==> src/rtl/cronometro_pkg.sv <==
// Shared definitions for the stopwatch display scanner: slot index type,
// scan state encoding and the 7-segment pattern for digit zero.
package cronometro_pkg;

  localparam logic [6:0] SEG_ZERO = 7'h3F;

  typedef logic [1:0] slot_idx_t;

  typedef enum logic [0:0] {
    SCAN_BLANK = 1'b0,
    SCAN_ON    = 1'b1
  } scan_state_t;

  // One-hot digit enable for a slot index
  function automatic logic [3:0] slot_onehot(input slot_idx_t idx);
    logic [3:0] oh;
    oh      = 4'b0000;
    oh[idx] = 1'b1;
    return oh;
  endfunction

endpackage

==> src/rtl/scan_slot_timer.sv <==
// Per-slot timing: a cycle counter that walks through the blanking gap
// and the lit portion of one digit slot, then restarts for the next slot.
module scan_slot_timer
  import cronometro_pkg::*;
#(
  parameter int SLOT_CYC  = 50000,
  parameter int BLANK_CYC = 500
) (
  input  logic        clk,
  input  logic        rst,
  output scan_state_t state,
  output logic        slot_start,
  output logic        slot_done
);

  localparam int CW = $clog2(SLOT_CYC);
  localparam logic [CW-1:0] BLANK_LAST = CW'(BLANK_CYC - 1);
  localparam logic [CW-1:0] SLOT_LAST  = CW'(SLOT_CYC - 1);

  logic [CW-1:0] cyc_cnt;

  assign slot_start = (state == SCAN_BLANK) && (cyc_cnt == '0);
  assign slot_done  = (state == SCAN_ON) && (cyc_cnt == SLOT_LAST);

  // Count through BLANK then ON; the terminal ON cycle wraps back to BLANK
  always_ff @(posedge clk or posedge rst) begin
    if (rst) begin
      state   <= SCAN_BLANK;
      cyc_cnt <= '0;
    end else if (slot_done) begin
      state   <= SCAN_BLANK;
      cyc_cnt <= '0;
    end else begin
      cyc_cnt <= cyc_cnt + 1'b1;
      if ((state == SCAN_BLANK) && (cyc_cnt == BLANK_LAST))
        state <= SCAN_ON;
    end
  end

endmodule

==> src/rtl/cronometro_display_scan.sv <==
// Time-multiplexes the four stopwatch digits onto one segment bus with
// blanking gaps between digits, a per-slot snapshot of the digit pattern,
// optional minutes-tens leading-zero suppression and a blinking separator.
module cronometro_display_scan
  import cronometro_pkg::*;
#(
  parameter int SLOT_CYC    = 50000,
  parameter int BLANK_CYC   = 500,
  parameter int BLINK_SLOTS = 400,
  parameter bit ACT_LOW     = 1'b1
) (
  input  logic       CLK_IN,
  input  logic       RST,
  input  logic [6:0] seg_su,
  input  logic [6:0] seg_st,
  input  logic [6:0] seg_mu,
  input  logic [6:0] seg_mt,
  input  logic       run,
  input  logic       lz_en,
  output logic [6:0] seg,
  output logic       dp,
  output logic [3:0] an,
  output logic       frame
);

  localparam int BW = (BLINK_SLOTS > 1) ? $clog2(BLINK_SLOTS) : 1;
  localparam logic [BW-1:0] BLINK_LAST = BW'(BLINK_SLOTS - 1);
  localparam logic [6:0] SEG_INV = ACT_LOW ? 7'h7F : 7'h00;
  localparam logic [3:0] AN_INV  = ACT_LOW ? 4'hF : 4'h0;
  localparam logic       DP_INV  = ACT_LOW;

  scan_state_t   state;
  logic          slot_start;
  logic          slot_done;
  slot_idx_t     slot;
  logic [6:0]    slot_pattern;
  logic [6:0]    snap;
  logic [BW-1:0] blink_cnt;
  logic          phase_lit;
  logic          lz_hide;
  logic [3:0]    an_nxt;
  logic [6:0]    seg_nxt;
  logic          dp_nxt;

  scan_slot_timer #(
    .SLOT_CYC  (SLOT_CYC),
    .BLANK_CYC (BLANK_CYC)
  ) u_timer (
    .clk        (CLK_IN),
    .rst        (RST),
    .state      (state),
    .slot_start (slot_start),
    .slot_done  (slot_done)
  );

  // Advance to the next digit at the end of every slot, wrapping after mt
  always_ff @(posedge CLK_IN or posedge RST) begin
    if (RST) slot <= 2'd0;
    else if (slot_done) slot <= slot + 2'd1;
  end

  // Select the incoming pattern belonging to the current slot
  always_comb begin
    slot_pattern = seg_su;
    case (slot)
      2'd0: slot_pattern = seg_su;
      2'd1: slot_pattern = seg_st;
      2'd2: slot_pattern = seg_mu;
      2'd3: slot_pattern = seg_mt;
      default: slot_pattern = seg_su;
    endcase
  end

  // Freeze the digit pattern at slot start so mid-slot changes cannot tear
  always_ff @(posedge CLK_IN or posedge RST) begin
    if (RST) snap <= '0;
    else if (slot_start) snap <= slot_pattern;
  end

  // Separator phase: toggles every BLINK_SLOTS finished slots while running,
  // and is held lit with a cleared count while stopped
  always_ff @(posedge CLK_IN or posedge RST) begin
    if (RST) begin
      blink_cnt <= '0;
      phase_lit <= 1'b1;
    end else if (!run) begin
      blink_cnt <= '0;
      phase_lit <= 1'b1;
    end else if (slot_done) begin
      if (blink_cnt == BLINK_LAST) begin
        blink_cnt <= '0;
        phase_lit <= ~phase_lit;
      end else begin
        blink_cnt <= blink_cnt + 1'b1;
      end
    end
  end

  // Active-high pin values for the next cycle, derived from the scan state
  always_comb begin
    lz_hide = lz_en && (slot == 2'd3) && (snap == SEG_ZERO);
    an_nxt  = 4'b0000;
    seg_nxt = 7'h00;
    dp_nxt  = 1'b0;
    if (state == SCAN_ON) begin
      seg_nxt = snap;
      if (!lz_hide) an_nxt = slot_onehot(slot);
      dp_nxt  = (slot == 2'd2) && phase_lit;
    end
  end

  // Output register; pin polarity is applied only here
  always_ff @(posedge CLK_IN or posedge RST) begin
    if (RST) begin
      seg   <= SEG_INV;
      dp    <= DP_INV;
      an    <= AN_INV;
      frame <= 1'b0;
    end else begin
      seg   <= seg_nxt ^ SEG_INV;
      dp    <= dp_nxt ^ DP_INV;
      an    <= an_nxt ^ AN_INV;
      frame <= slot_done && (slot == 2'd3);
    end
  end

endmodule

==> config.mk <==
export PLATFORM = sky130hd
export DESIGN_NAME = cronometro_display_scan
export DESIGN_NICKNAME = d
export VERILOG_FILES = /design/src/rtl/cronometro_pkg.sv /design/src/rtl/scan_slot_timer.sv /design/src/rtl/cronometro_display_scan.sv
export SDC_FILE = /design/constraint.sdc
export NUM_CORES = 1
export LEC_CHECK = 0
export CELL_PAD_IN_SITES_DETAIL_PLACEMENT = 0
export CELL_PAD_IN_SITES_GLOBAL_PLACEMENT = 2
export CORE_ASPECT_RATIO = 1.4
export CORE_MARGIN = 2
export CORE_UTILIZATION = 33
export CTS_CLUSTER_DIAMETER = 60
export CTS_CLUSTER_SIZE = 8
export DETAILED_ROUTE_END_ITERATION = 7
export PLACE_DENSITY_LB_ADDON = 0.05
export SETUP_SLACK_MARGIN = 0.05
export SYNTH_ARGS = -nofsm -noshare
export SYNTH_HDL_FRONTEND = slang
export SYNTH_SLANG_ARGS = --single-unit
==> constraint.sdc <==
create_clock -name CLK_IN -period 2.85 [get_ports CLK_IN]
set_input_delay 0.4275 -clock CLK_IN [delete_from_list [all_inputs] [get_ports CLK_IN]]
set_output_delay 0.4275 -clock CLK_IN [all_outputs]
set_load 0.02 [all_outputs]
# ---- Word level (Yosys, flattened, before mapping)
# Index checks and enable logic that the tools add are counted.
dict set report op_classes {
  addsub 3
  magnitude_cmp 2
  n_eq_ne 9
  n_mux 16
  bitwise 5
  n_reduce_logical 12
}
# operator count
set ops {}
lappend ops {{one-hot mux 7 bit (4 select lines)} 1}
lappend ops {{two-way mux 9 bit} 3}
lappend ops {{adder 16 x 1 -> 16 bit (second input constant)} 1}
lappend ops {{equality test 16 bit (second input constant)} 1}
lappend ops {{equality test 16 x 9 -> 1 bit (second input constant)} 1}
lappend ops {{zero test 16 bit} 1}
lappend ops {{two-way mux 16 bit} 1}
lappend ops {{adder 9 x 1 -> 9 bit (second input constant)} 1}
lappend ops {{equality test 9 bit (second input constant)} 1}
lappend ops {{logical AND 1 bit} 8}
lappend ops {{two-way mux 4 bit} 2}
lappend ops {{equality test 7 x 6 -> 1 bit (second input constant)} 1}
lappend ops {{two-way mux 1 bit} 7}
lappend ops {{two-way mux 7 bit} 1}
lappend ops {{inverter 7 bit} 1}
lappend ops {{equality test 2 bit (second input constant)} 2}
lappend ops {{inequality test 2 x 1 -> 1 bit (second input constant)} 2}
lappend ops {{inverter 4 bit} 1}
lappend ops {{less-than comparator 2 x 3 -> 1 bit (second input constant)} 1}
lappend ops {{inverter 1 bit} 3}
lappend ops {{adder 2 x 1 -> 2 bit (second input constant)} 1}
lappend ops {{demux 1 bit (select 2 bit)} 1}
lappend ops {{equality test 2 x 1 -> 1 bit (second input constant)} 1}
lappend ops {{greater-or-equal comparator 2 x 1 -> 1 bit (second input constant)} 1}
lappend ops {{other kinds (3)} 3}
dict set report word_totals {
  ff_bits 49
  inputBits 32
  out_inout_bits 13
  word_cells 57
}

# ---- Longest topological paths before layout
# Gate-level depths: netlist of the first run.
dict set report depth {
  ltp_word 7
  mapped_depth 7
  mapped_depth_nobuf 5
}

# ---- Modules after synthesis
# A second synthesis of the first run with hierarchy kept.
dict set report hier_totals {
  hier_cells 231
  hier_area_um2 2468.6
}
# module instances cells_per_inst area_per_inst_um2 seq_area_each_um2
set by_module_without_submodules {}
lappend by_module_without_submodules {cronometro_display_scan 1 146 1555.2 817.0}
lappend by_module_without_submodules {scan_slot_timer 1 85 913.4 425.4}

# ---- Worst setup path after synthesis of the first run
# No wires, ideal clock.
dict set report synth_timing {
  path_type {register to register}
  from {register u_timer.cyc_cnt[5]}
  to {register blink_cnt[7]}
  setup_ns 0.077
  arrival_time_ns 2.091
  t_required_ns 2.773
  setup_slack_ns 0.681
  path_stages_with_launch 7
  path_buffers 2
  synth_period_minus_slack_ns 2.169
  path_cell_list {dfrtp_1 -> or3_1 -> buf_2 -> or4_1 -> buf_2 -> or4_1 -> a21oi_1}
}
dict set report synth_via {
  elab_chain_cells 3
}
# element line_no
set synth_lines {}
lappend synth_lines {{start: declaration} scan_slot_timer.sv:20} ;# logic [CW-1:0] cyc_cnt;
lappend synth_lines {{start signal: assignment} scan_slot_timer.sv:34} ;# cyc_cnt <= cyc_cnt + 1'b1;
lappend synth_lines {{equality test 16 bit} scan_slot_timer.sv:23} ;# assign slot_done = (state == SCAN_ON) && (cyc_cnt == SLOT_LAST);
lappend synth_lines {{logical AND 1 bit} scan_slot_timer.sv:23}
lappend synth_lines {{inequality test 2 x 1 -> 1 bit (no source line)} n/a}
lappend synth_lines {{end signal: assignment} cronometro_display_scan.sv:94} ;# blink_cnt <= blink_cnt + 1'b1;
lappend synth_lines {{end: declaration} cronometro_display_scan.sv:38} ;# logic [BW-1:0] blink_cnt;
# Every way passes these cells.
# A chain may end at the register's enable or synchronous reset.

# ---- Worst setup path in the final report of the first run
dict set report layout_timing {
  from {register u_timer.cyc_cnt[5]}
  to {register blink_cnt[5]}
}
# Same word-level chain as after synthesis.

==> impl_metrics.py, run 1 <==
metrics = {
    "critical_path": {
        "r2r_slack_ns": 0.52,
        "crit_buf_inv": 0,
        "r2r-end": "blink_cnt[5]",
        "crit_fanout": 9,
        "worst-setup-path-type": "reg -> reg",
        "worstPathCellList": "or3_1 > or4_1 > or4_1 > a21oi_1",
        "critPathArrivalTime_ns": 2.55,
        "cp_data_required_time_ns": 3.07,
        "slowest_stage": "or4_1",
        "crit_path_frequent_cell": "or4_1",
        "crit_path_max_incr_delay_ns": 0.65,
        "critical-path-top-delay-family": "simple AND/OR/NAND/NOR gates",
        "start_kind": "flop",
        "endpoint_kind": "flop",
        "reg2reg_depth": 4,
        "r2r_start": "u_timer.cyc_cnt[5]",
    },
    "logic_synthesis": {
        "synth_flop_cell": "dfrtp_1",
        "async_reset_ff_share_pct": 100,
        "syn_inst": 228,
        "synth_seq_cells": 49,
        "yosys_warnings": 0,
        "synth_seq_area_share_pct": 51.9,
        "synth_area_mm2": 0.00239,
        "synth-edff-count": 0,
        "ys_types": 37,
        "syn-num-nets": 268,
        "syn_area_per_cell_um2": 10.5,
    },
    "timing": {
        "fin_crit_sh_pct": 81.8,
        "tightest_slew_ns": 0.641,
        "relSlewSlack_pct": 56.7,
        "finClkSkew_ns": 0.00455,
        "fin_tns_setup_ns": 0,
        "fin_crit_ns": 2.33,
        "rsz0062_at_grt": "no",
        "setup_viol": 0,
        "finalHoldViolations": 0,
        "max_freq_ghz": 0.429,
        "maxSlewViolCount": 0,
    },
    "grt": {
        "grt_max_degree": 50,
        "antenna_found_initial": 0,
        "grt_overflow": 0,
        "grt_pass1_vias": 1930,
        "grt_pass1_wl_um": 9550,
        "grt_usage_pct": 15.0,
    },
    "finish": {
        "insertedDiodeCount": 0,
        "nNetsFinal": 313,
        "syn2layout_area_growth_pct": 27.4,
        "layout_common_cells": "44 x clkdlybuf4s50_1, 36 x dfrtp_1, 26 x nand2_1, 13 x dfstp_2, 12 x nand3_1",
        "drive_gt1_share_pct": 13.5,
        "layout_commonest_cell": "clkdlybuf4s50_1",
    },
    "power": {
        "finalPower_mw": 1.22,
        "vdd_drop_max_mv": 0.237,
        "p_sw_mw": 0.255,
        "p_clk_share_pct": 36.4,
        "powerDensity_mw_per_mm2": 400,
        "combPwrFrac_pct": 5.8,
        "power_frac_seq_pct": 57.8,
        "internal_power_mw": 0.965,
        "p_sw_share_pct": 20.9,
        "static-leakage-power_nw": 1.25,
    },
    "placement": {
        "port_buffers": 44,
        "dp_hpwl_um": 4220,
        "place_congestion": 0.734,
    },
    "floorplan": {
        "ioPinCount": 45,
        "core-area_mm2": 0.00698,
        "die_area_mm2": 0.00796,
        "start_util_pct": 34.3,
        "num_rows": 36,
        "die_x_um": 76.0,
        "dieHeight_um": 105,
    },
    "clock_network": {
        "hold_buffers": 0,
        "cts-root-buf": "clkbuf_8",
        "cts_inserted_buffers": 5,
        "clk_pin_slew_worst_paths_ns": 0.09,
        "cts_tree": "done",
        "cts.path.max_buffers": 2,
        "post_cts_resized": 0,
        "clk_latency_ns": 0.29,
        "numClockSinks": 49,
        "post_cts_buffers": 0,
        "htree_levels": 2,
    },
    "hold_path": {
        "worstHoldEndpoint": "seg[0]",
        "hold_path_class": "reg -> reg",
        "whs_path_depth": 1,
        "min_from": "snap[0]",
    },
    "status": {
        "status": "complete, no violations",
    },
    "route": {
        "ant_nets": 0,
        "drtIter0Drc": 102,
        "vias": 1920,
        "vias_per_cell": 5.20,
        "drt-pass1-iter-count": 6,
        "wire_per_inst_um": 15.5,
        "routed_wl_um": 5710,
        "drc": 0,
    },
    "run": {
        "cap_violations": 0,
    },
}
[layer usage]
metal	wire length [um]	vias up	GRT usage, %
met5	0	-	0
met4	66	0	3.90
met3	125	6	2.50
met2	3020	23	26.6
met1	2490	960	18.8
li1	-	931	-
[power groups by stage]
| stage | logic, mW | clock network (mW) | registers [mW] |
|---|---|---|---|
| final | 0.0709 | 0.444 | 0.705 |
| after global routing | 0.0782 | 0.487 | 0.706 |
| after CTS | 0.0727 | 0.463 | 0.705 |
| after detailed placement | 0.0724 | 0 | 0.718 |
| after global placement | 0.0720 | 0 | 0.718 |
| after floorplan | 0.0210 | 0 | 0.716 |
[area by class of cell]
cell class | count | area [um^2]
Fill cell | 668 | 3930
Sequential cell | 49 | 1240
Multi-Input combinational cell | 160 | 1080
Timing Repair Buffer | 50 | 485
Tap cell | 95 | 119
Clock buffer | 7 | 96.3
Inverter | 7 | 26.3
Clock inverter | 1 | 5.00
[worst max path at each step]
stage,start,endpoint,slack (ns),cells after the start
final,u_timer.cyc_cnt[5],blink_cnt[5],0.52,4
after global routing,u_timer.cyc_cnt[0],phase_lit,0.30,5
after CTS,u_timer.cyc_cnt[0],phase_lit,0.52,5
after detailed placement,u_timer.cyc_cnt[0],phase_lit,0.52,5
after global placement,u_timer.cyc_cnt[5],blink_cnt[7],0.59,4
after floorplan,u_timer.cyc_cnt[5],blink_cnt[7],0.68,6
[stage by stage]
step	setup slack [ns]	hold slack, ns	instances	area [um^2]	utilization [%]
2_1_floorplan	0.681	0.384	228	2390	-
3_3_place_gp	0.591	0.411	361	2950	42.3
3_5_place_dp	0.524	0.416	361	2950	42.3
4_1_cts	0.515	0.429	369	3050	43.7
5_1_grt	0.304	0.438	369	3050	43.7
6_report	0.519	0.424	369	3050	43.7
[worst register-to-register path, cell delays in order, from the launching register on]
cell     delay, ns
dfrtp_1       0.43
or3_1         0.51
or4_1         0.65
or4_1         0.52
a21oi_1       0.16
[synthesized netlist by cell type, types with 5 or more instances]
cell type  instances  area, um^2
inv_1              7        26.3
o31ai_1            5        37.5
mux2_2             8        90.1
nor2_1            10        37.5
xnor2_1            6        52.6
dfrtp_1           36         901
o21ai_0           11        55.1
and3_1             8        50.1
and4_1             5        43.8
a21oi_1            8        40.0
nand3_1           12        60.1
a222oi_1           7        70.1
or4_1              7        52.6
nand2_1           26        97.6
dfstp_2           13         342
ha_1               8         100
xor2_1             7        61.3
clkbuf_1           9        33.8
[sequential cells by signal, indices dropped and copies added, names as in the netlist]
register,flops
an,4
slot,2
phase_lit,1
blink_cnt,9
u_timer.state,1
snap,7
u_timer.cyc_cnt,16
seg,7
frame,1
dp,1
[cells by family after synthesis]
| group | synth area share (%) |
|---|---|
| buffers and inverters | 3.13 |
| xor gates and xnor gates | 4.75 |
| and+or+nand+nor | 20.8 |
| AOI/OAI and AO/OA | 11.0 |
| adders and majority gates | 4.18 |
| DFF | 51.9 |
| muxes | 4.18 |
(Power assumes the default switching activity.)
==> inputs of run 2 (changes only) <==
==> constraint.sdc (replaced) <==
create_clock -name CLK_IN -period 2.4 [get_ports CLK_IN]
set_input_delay 0.36 -clock CLK_IN [delete_from_list [all_inputs] [get_ports CLK_IN]]
set_output_delay 0.36 -clock CLK_IN [all_outputs]
set_load 0.02 [all_outputs]
==> run 2 against run 1 <==
Critical path depth is the same. Combinational power up 19%. First-iteration DRC count increased by 2.9%. Non-clock buffer count up 6. Utilization grew 0.43 points. Fmax increased by 5.9%. Highest routed layer unchanged.
==> impl_metrics.py, run 2 (same netlist as run 1, synthesis figures left out) <==
metrics = {
    "status": {
        "status": "complete, no violations",
    },
    "finish": {
        "top_register": "u_timer.cyc_cnt",
        "insertedDiodeCount": 0,
        "layout_commonest_cell": "clkdlybuf4s50_1",
        "drive_gt1_share_pct": 15.4,
        "fin_area_mm2": 0.00308,
        "syn2layout_area_growth_pct": 28.7,
        "top_regs": "u_timer.cyc_cnt (16), blink_cnt (9)",
        "finalNonFillerCells": 375,
        "largest_reg_flops": 16,
        "layout_common_cells": "44 x clkdlybuf4s50_1, 36 x dfrtp_1, 26 x nand2_1, 13 x dfstp_2",
        "nNetsFinal": 319,
    },
    "critical_path": {
        "start_kind": "flop",
        "worst-setup-path-type": "reg -> reg",
        "endpoint_kind": "flop",
        "startpoint": "u_timer.cyc_cnt[11]",
        "worstPathCellList": "or4_4 > nor3_1 > and3_1 > mux2_2",
        "slowest_stage": "or4_4",
        "crit_path_max_incr_delay_ns": 0.58,
        "r2r_slack_ns": 0.20,
        "crit_fanout": 7,
        "critPathArrivalTime_ns": 2.39,
        "r2r_start": "u_timer.cyc_cnt[11]",
        "cp_data_required_time_ns": 2.59,
    },
    "route": {
        "vias": 1906,
        "routed_wl_um": 5800,
        "drt-pass1-iter-count": 4,
        "vias_per_cell": 5.08,
        "drtIter0Drc": 105,
        "drc": 0,
        "wire_per_inst_um": 15.5,
        "ant_nets": 0,
    },
    "floorplan": {
        "start_util_pct": 34.3,
        "core-area_mm2": 0.00698,
        "ioPinCount": 45,
        "num_rows": 36,
        "dieHeight_um": 105,
        "die_x_um": 76.0,
        "die_area_mm2": 0.00796,
    },
    "grt": {
        "grt_pass1_wl_um": 10100,
        "grt_overflow": 0,
        "antenna_found_initial": 0,
        "grt_pass1_vias": 1981,
        "grt_usage_pct": 15.9,
        "grt_max_degree": 50,
    },
    "power": {
        "finalPower_mw": 1.40,
        "powerDensity_mw_per_mm2": 453,
        "vdd_drop_max_mv": 0.229,
        "static-leakage-power_nw": 1.28,
    },
    "clock_network": {
        "htree_levels": 2,
        "cts_tree": "done",
        "hold_buffers": 0,
        "cts-root-buf": "clkbuf_8",
        "cts_inserted_buffers": 5,
        "numClockSinks": 49,
        "cts.path.max_buffers": 2,
        "clk_latency_ns": 0.30,
        "clk_pin_slew_worst_paths_ns": 0.09,
        "post_cts_buffers": 0,
    },
    "timing": {
        "setup_viol": 0,
        "fin_crit_sh_pct": 91.7,
        "tightest_slew_ns": 0.634,
        "fin_crit_ns": 2.20,
        "max_freq_ghz": 0.454,
        "rsz0062_at_grt": "no",
        "finClkSkew_ns": 0.00874,
        "maxSlewViolCount": 0,
        "fin_tns_setup_ns": 0,
        "relSlewSlack_pct": 57.7,
        "finalHoldViolations": 0,
    },
    "hold_path": {
        "min_from": "snap[6]",
        "hold_path_class": "reg -> reg",
    },
    "placement": {
        "place_area_mm2": 0.00300,
        "port_buffers": 44,
        "place_congestion": 0.772,
        "place_inst": 367,
        "dp_hpwl_um": 4260,
    },
    "run": {
        "cap_violations": 0,
    },
}
## run 2: cell count changes in the layout (fill, tap and decap cells not counted)
cell	delta
buf_4	+6
clkbuf_8	-2
clkbuf_1	+1
clkinv_2	+1
or4_1	-1
or4_4	+1
## run 2: report_power, final
part | leakage, nW | internal (mW) | total (mW) | switching [mW]
clock | 0.0450 | 0.203 | 0.474 | 0.272
sequential | 0.609 | 0.832 | 0.837 | 0.00537
combinational | 0.621 | 0.0531 | 0.0841 | 0.0310
## run 2: area by class of cell
cell class | count | area [um^2]
Clock buffer | 6 | 72.6
Clock inverter | 2 | 10.0
Fill cell | 686 | 3900
Inverter | 7 | 26.3
Multi-Input combinational cell | 160 | 1080
Sequential cell | 49 | 1240
Tap cell | 95 | 119
Timing Repair Buffer | 56 | 531
## run 2: through the flow
stage	hold WS (ns)	utilization, %	worst slack, ns
global route	0.468	44.1	0.0684
detailed placement	0.407	42.9	0.123
finish	0.425	44.1	0.199
floorplan	0.384	-	0.231
global placement	0.419	42.9	0.160
CTS	0.419	44.1	0.0930
## run 2: what timing repair did
item,CTS,global route
endpoints found under the hold margin,0,0
gates resized for setup,0,1
endpoints found under the setup margin,0,2
## run 2: worst paths after layout
| check | to | cells past startpoint |
|---|---|---|
| max | snap[2] | 4 |
| min | seg[6] | 1 |
| max reg2reg | snap[2] | 4 |
| min reg2reg | seg[6] | 1 |
| max in group asynchronous | u_timer.cyc_cnt[0] | 3 |
| min in group asynchronous | blink_cnt[2] | 3 |
## run 2: critical path, delay by kind of cell (launching register included)
kind | cells | cell delay (ns)
and+or+nand+nor | 3 | 1.29
DFF | 1 | 0.42
muxes | 1 | 0.37
## run 2: routing by layer
metal | wire length, um | track usage (%) | vias up
met3 | 123 | 2.85 | 5
met1 | 2520 | 20.6 | 944
li1 | - | - | 933
met2 | 3100 | 27.6 | 24
met4 | 61 | 4.03 | 0
met5 | 0 | 0 | -
==> inputs of run 3 (changes only) <==
--- a/config.mk
+++ b/config.mk
@@ -7,7 +7,6 @@
 export LEC_CHECK = 0
 export CELL_PAD_IN_SITES_DETAIL_PLACEMENT = 0
 export CELL_PAD_IN_SITES_GLOBAL_PLACEMENT = 2
-export CORE_ASPECT_RATIO = 1.4
 export CORE_MARGIN = 2
 export CORE_UTILIZATION = 33
 export CTS_CLUSTER_DIAMETER = 60
==> constraint.sdc (replaced) <==
create_clock -name CLK_IN -period 2.1 [get_ports CLK_IN]
set_input_delay 0.315 -clock CLK_IN [delete_from_list [all_inputs] [get_ports CLK_IN]]
set_output_delay 0.315 -clock CLK_IN [all_outputs]
set_load 0.02 [all_outputs]
==> run 3 against run 2 <==
Wire length down 0.24%. Worst setup slack got worse by 0.17 ns. Largest power group unchanged. Fmax rose by 6.5%. Final cell count increased by 4.5%. Critical path depth is 1 higher. Clock power up 13%. Sequential share of layout area shrank 1.6 points. Hold slack worse by 0.10 ns. Power grew 14%. Non-clock buffer count increased by 13. Critical path type unchanged. Via count up 3.0%. Combinational power is 19% higher. Largest cell class unchanged.
==> impl_metrics.py, run 3 (same netlist as run 1, synthesis figures left out) <==
metrics = {
    "status": {
        "status": "complete, no violations",
    },
    "timing": {
        "worst_slack_ns": 0.0341,
        "finClkSkew_ns": 0.00854,
        "maxSlewViolCount": 0,
        "finalHoldViolations": 0,
        "max_freq_ghz": 0.484,
        "relSlewSlack_pct": 71.4,
        "fin_crit_ns": 2.07,
        "setup_viol": 0,
        "fin_crit_sh_pct": 98.4,
        "fin_tns_setup_ns": 0,
        "rsz0062_at_grt": "yes",
        "tightest_slew_ns": 0.428,
    },
    "critical_path": {
        "slowest_stage": "or4_4",
        "cp_data_required_time_ns": 2.28,
        "endpoint_kind": "flop",
        "crit_path_frequent_cell": "or4_4",
        "crit_buf_inv": 1,
        "crit_path_max_incr_delay_ns": 0.56,
        "r2r_slack_ns": 0.03,
        "critPathCapture": "blink_cnt[2]",
        "r2r-end": "blink_cnt[2]",
        "critPathArrivalTime_ns": 2.25,
        "worstPathCellList": "or4_4 > or4_4 > buf_4 > o31ai_1 > a21oi_2",
        "r2r_start": "u_timer.cyc_cnt[11]",
        "reg2reg_depth": 5,
        "start_kind": "flop",
        "worstSetupPathDepth": 5,
        "crit_fanout": 8,
        "critical-path-top-delay-family": "simple AND/OR/NAND/NOR gates",
        "startpoint": "u_timer.cyc_cnt[11]",
        "worst-setup-path-type": "reg -> reg",
    },
    "hold_path": {
        "hold_path_class": "in -> async",
    },
    "power": {
        "powerDensity_mw_per_mm2": 496,
        "p_sw_mw": 0.341,
        "internal_power_mw": 1.25,
        "p_clk_share_pct": 33.7,
        "power_frac_seq_pct": 60.0,
        "combPwrFrac_pct": 6.3,
        "static-leakage-power_nw": 1.34,
        "vdd_drop_max_mv": 0.195,
        "p_sw_share_pct": 21.4,
        "finalPower_mw": 1.59,
    },
    "clock_network": {
        "clk_pin_slew_worst_paths_ns": 0.09,
        "cts-root-buf": "clkbuf_8",
        "clk_latency_ns": 0.30,
        "cts_tree": "done",
        "hold_buffers": 0,
        "numClockSinks": 49,
        "cts_inserted_buffers": 5,
        "htree_levels": 2,
        "cts.path.max_buffers": 2,
    },
    "floorplan": {
        "num_rows": 31,
        "die_x_um": 89.2,
        "core-area_mm2": 0.00714,
        "dieHeight_um": 89.2,
        "die_area_mm2": 0.00795,
        "start_util_pct": 33.6,
        "ioPinCount": 45,
    },
    "placement": {
        "port_buffers": 44,
        "place_inst": 382,
        "post-place-ws_ns": 0.0281,
        "place_congestion": 0.717,
        "dp_hpwl_um": 4370,
    },
    "finish": {
        "drive_gt1_share_pct": 19.8,
        "largest_reg_flops": 16,
        "n_fill_cell": 737,
        "nNetsFinal": 332,
        "seqCellArea_mm2": 0.00124,
        "top_register": "u_timer.cyc_cnt",
        "layout_common_cells": "44 x clkdlybuf4s50_1, 36 x dfrtp_1, 26 x nand2_1, 24 x buf_4, 13 x dfstp_2",
        "fin_util_pct": 45.0,
        "layout_commonest_cell": "clkdlybuf4s50_1",
        "finalNonFillerCells": 392,
        "multiInputGateArea_mm2": 0.00110,
        "syn2layout_area_growth_pct": 34.1,
        "top_regs": "u_timer.cyc_cnt (16), blink_cnt (9)",
        "insertedDiodeCount": 0,
    },
    "grt": {
        "antenna_found_initial": 0,
        "grt_usage_pct": 15.9,
        "grt_overflow": 0,
        "grt_max_degree": 33,
        "grt_pass1_wl_um": 9630,
        "grt_pass1_vias": 1880,
    },
    "run": {
        "cap_violations": 0,
    },
    "route": {
        "ant_nets": 0,
        "vias": 1964,
        "drt-pass1-iter-count": 5,
        "wire_per_inst_um": 14.8,
        "drtIter0Drc": 86,
        "routed_wl_um": 5790,
        "drc": 0,
        "vias_per_cell": 5.01,
    },
}
==> run 3: cell types whose count changed in the layout (fill, tap and decap cells not counted) <==
cell      delta
nor3_2       +1
o31ai_1      -1
a21oi_2      +2
o31ai_2      +1
a21oi_1      -2
nor3_1       -1
clkbuf_1     +2
clkinv_2     -2
buf_12       +1
buf_4       +12
==> run 3: routing by layer <==
layer	up-vias	GRT usage, %	share of wire [%]
li1	963	-	-
met1	957	22.6	49
met2	36	24.9	47
met3	8	2.31	2.7
met4	0	5.29	1.5
met5	-	0	0
==> run 3: per-stage QoR <==
stage / cell area (um^2) / hold slack, ns
2_1_floorplan: 2410 / 0.384
3_3_place_gp: 3100 / 0.421
3_5_place_dp: 3100 / 0.420
4_1_cts: 3200 / 0.331
5_1_grt: 3210 / 0.343
6_report: 3210 / 0.320
==> run 3: timing repair <==
action / 4_1_cts / 5_1_grt
setup buffers: 2 / 0
endpoints found under the setup margin: 9 / 14
gates resized for setup: 1 / 3
==> run 3: power by group through the flow <==
stage	registers [mW]	logic (mW)	clock network (mW)
6_report	0.956	0.100	0.536
5_1_grt	0.958	0.111	0.602
4_1_cts	0.957	0.102	0.566
3_5_place_dp	0.974	0.102	0
3_3_place_gp	0.974	0.101	0
2_1_floorplan	0.972	0.0285	0
==> run 3: final cells by class <==
type                    count  share of cell area [%]
flip-flops and latches     49                    38.7
multi-input cells         160                    34.2
repair buffers             69                    19.9
well taps                  99                    3.86
clock buffers               8                    2.49
inverters                   7                   0.818
==> run 3: how the worst min path moves through the flow <==
stage / cells after the start / slack (ns) / to
after floorplan: 1 / 0.38 / seg[6]
after global placement: 1 / 0.42 / seg[3]
after detailed placement: 1 / 0.42 / seg[3]
after CTS: 2 / 0.33 / slot[0]
after global routing: 2 / 0.34 / slot[0]
final: 2 / 0.32 / slot[0]
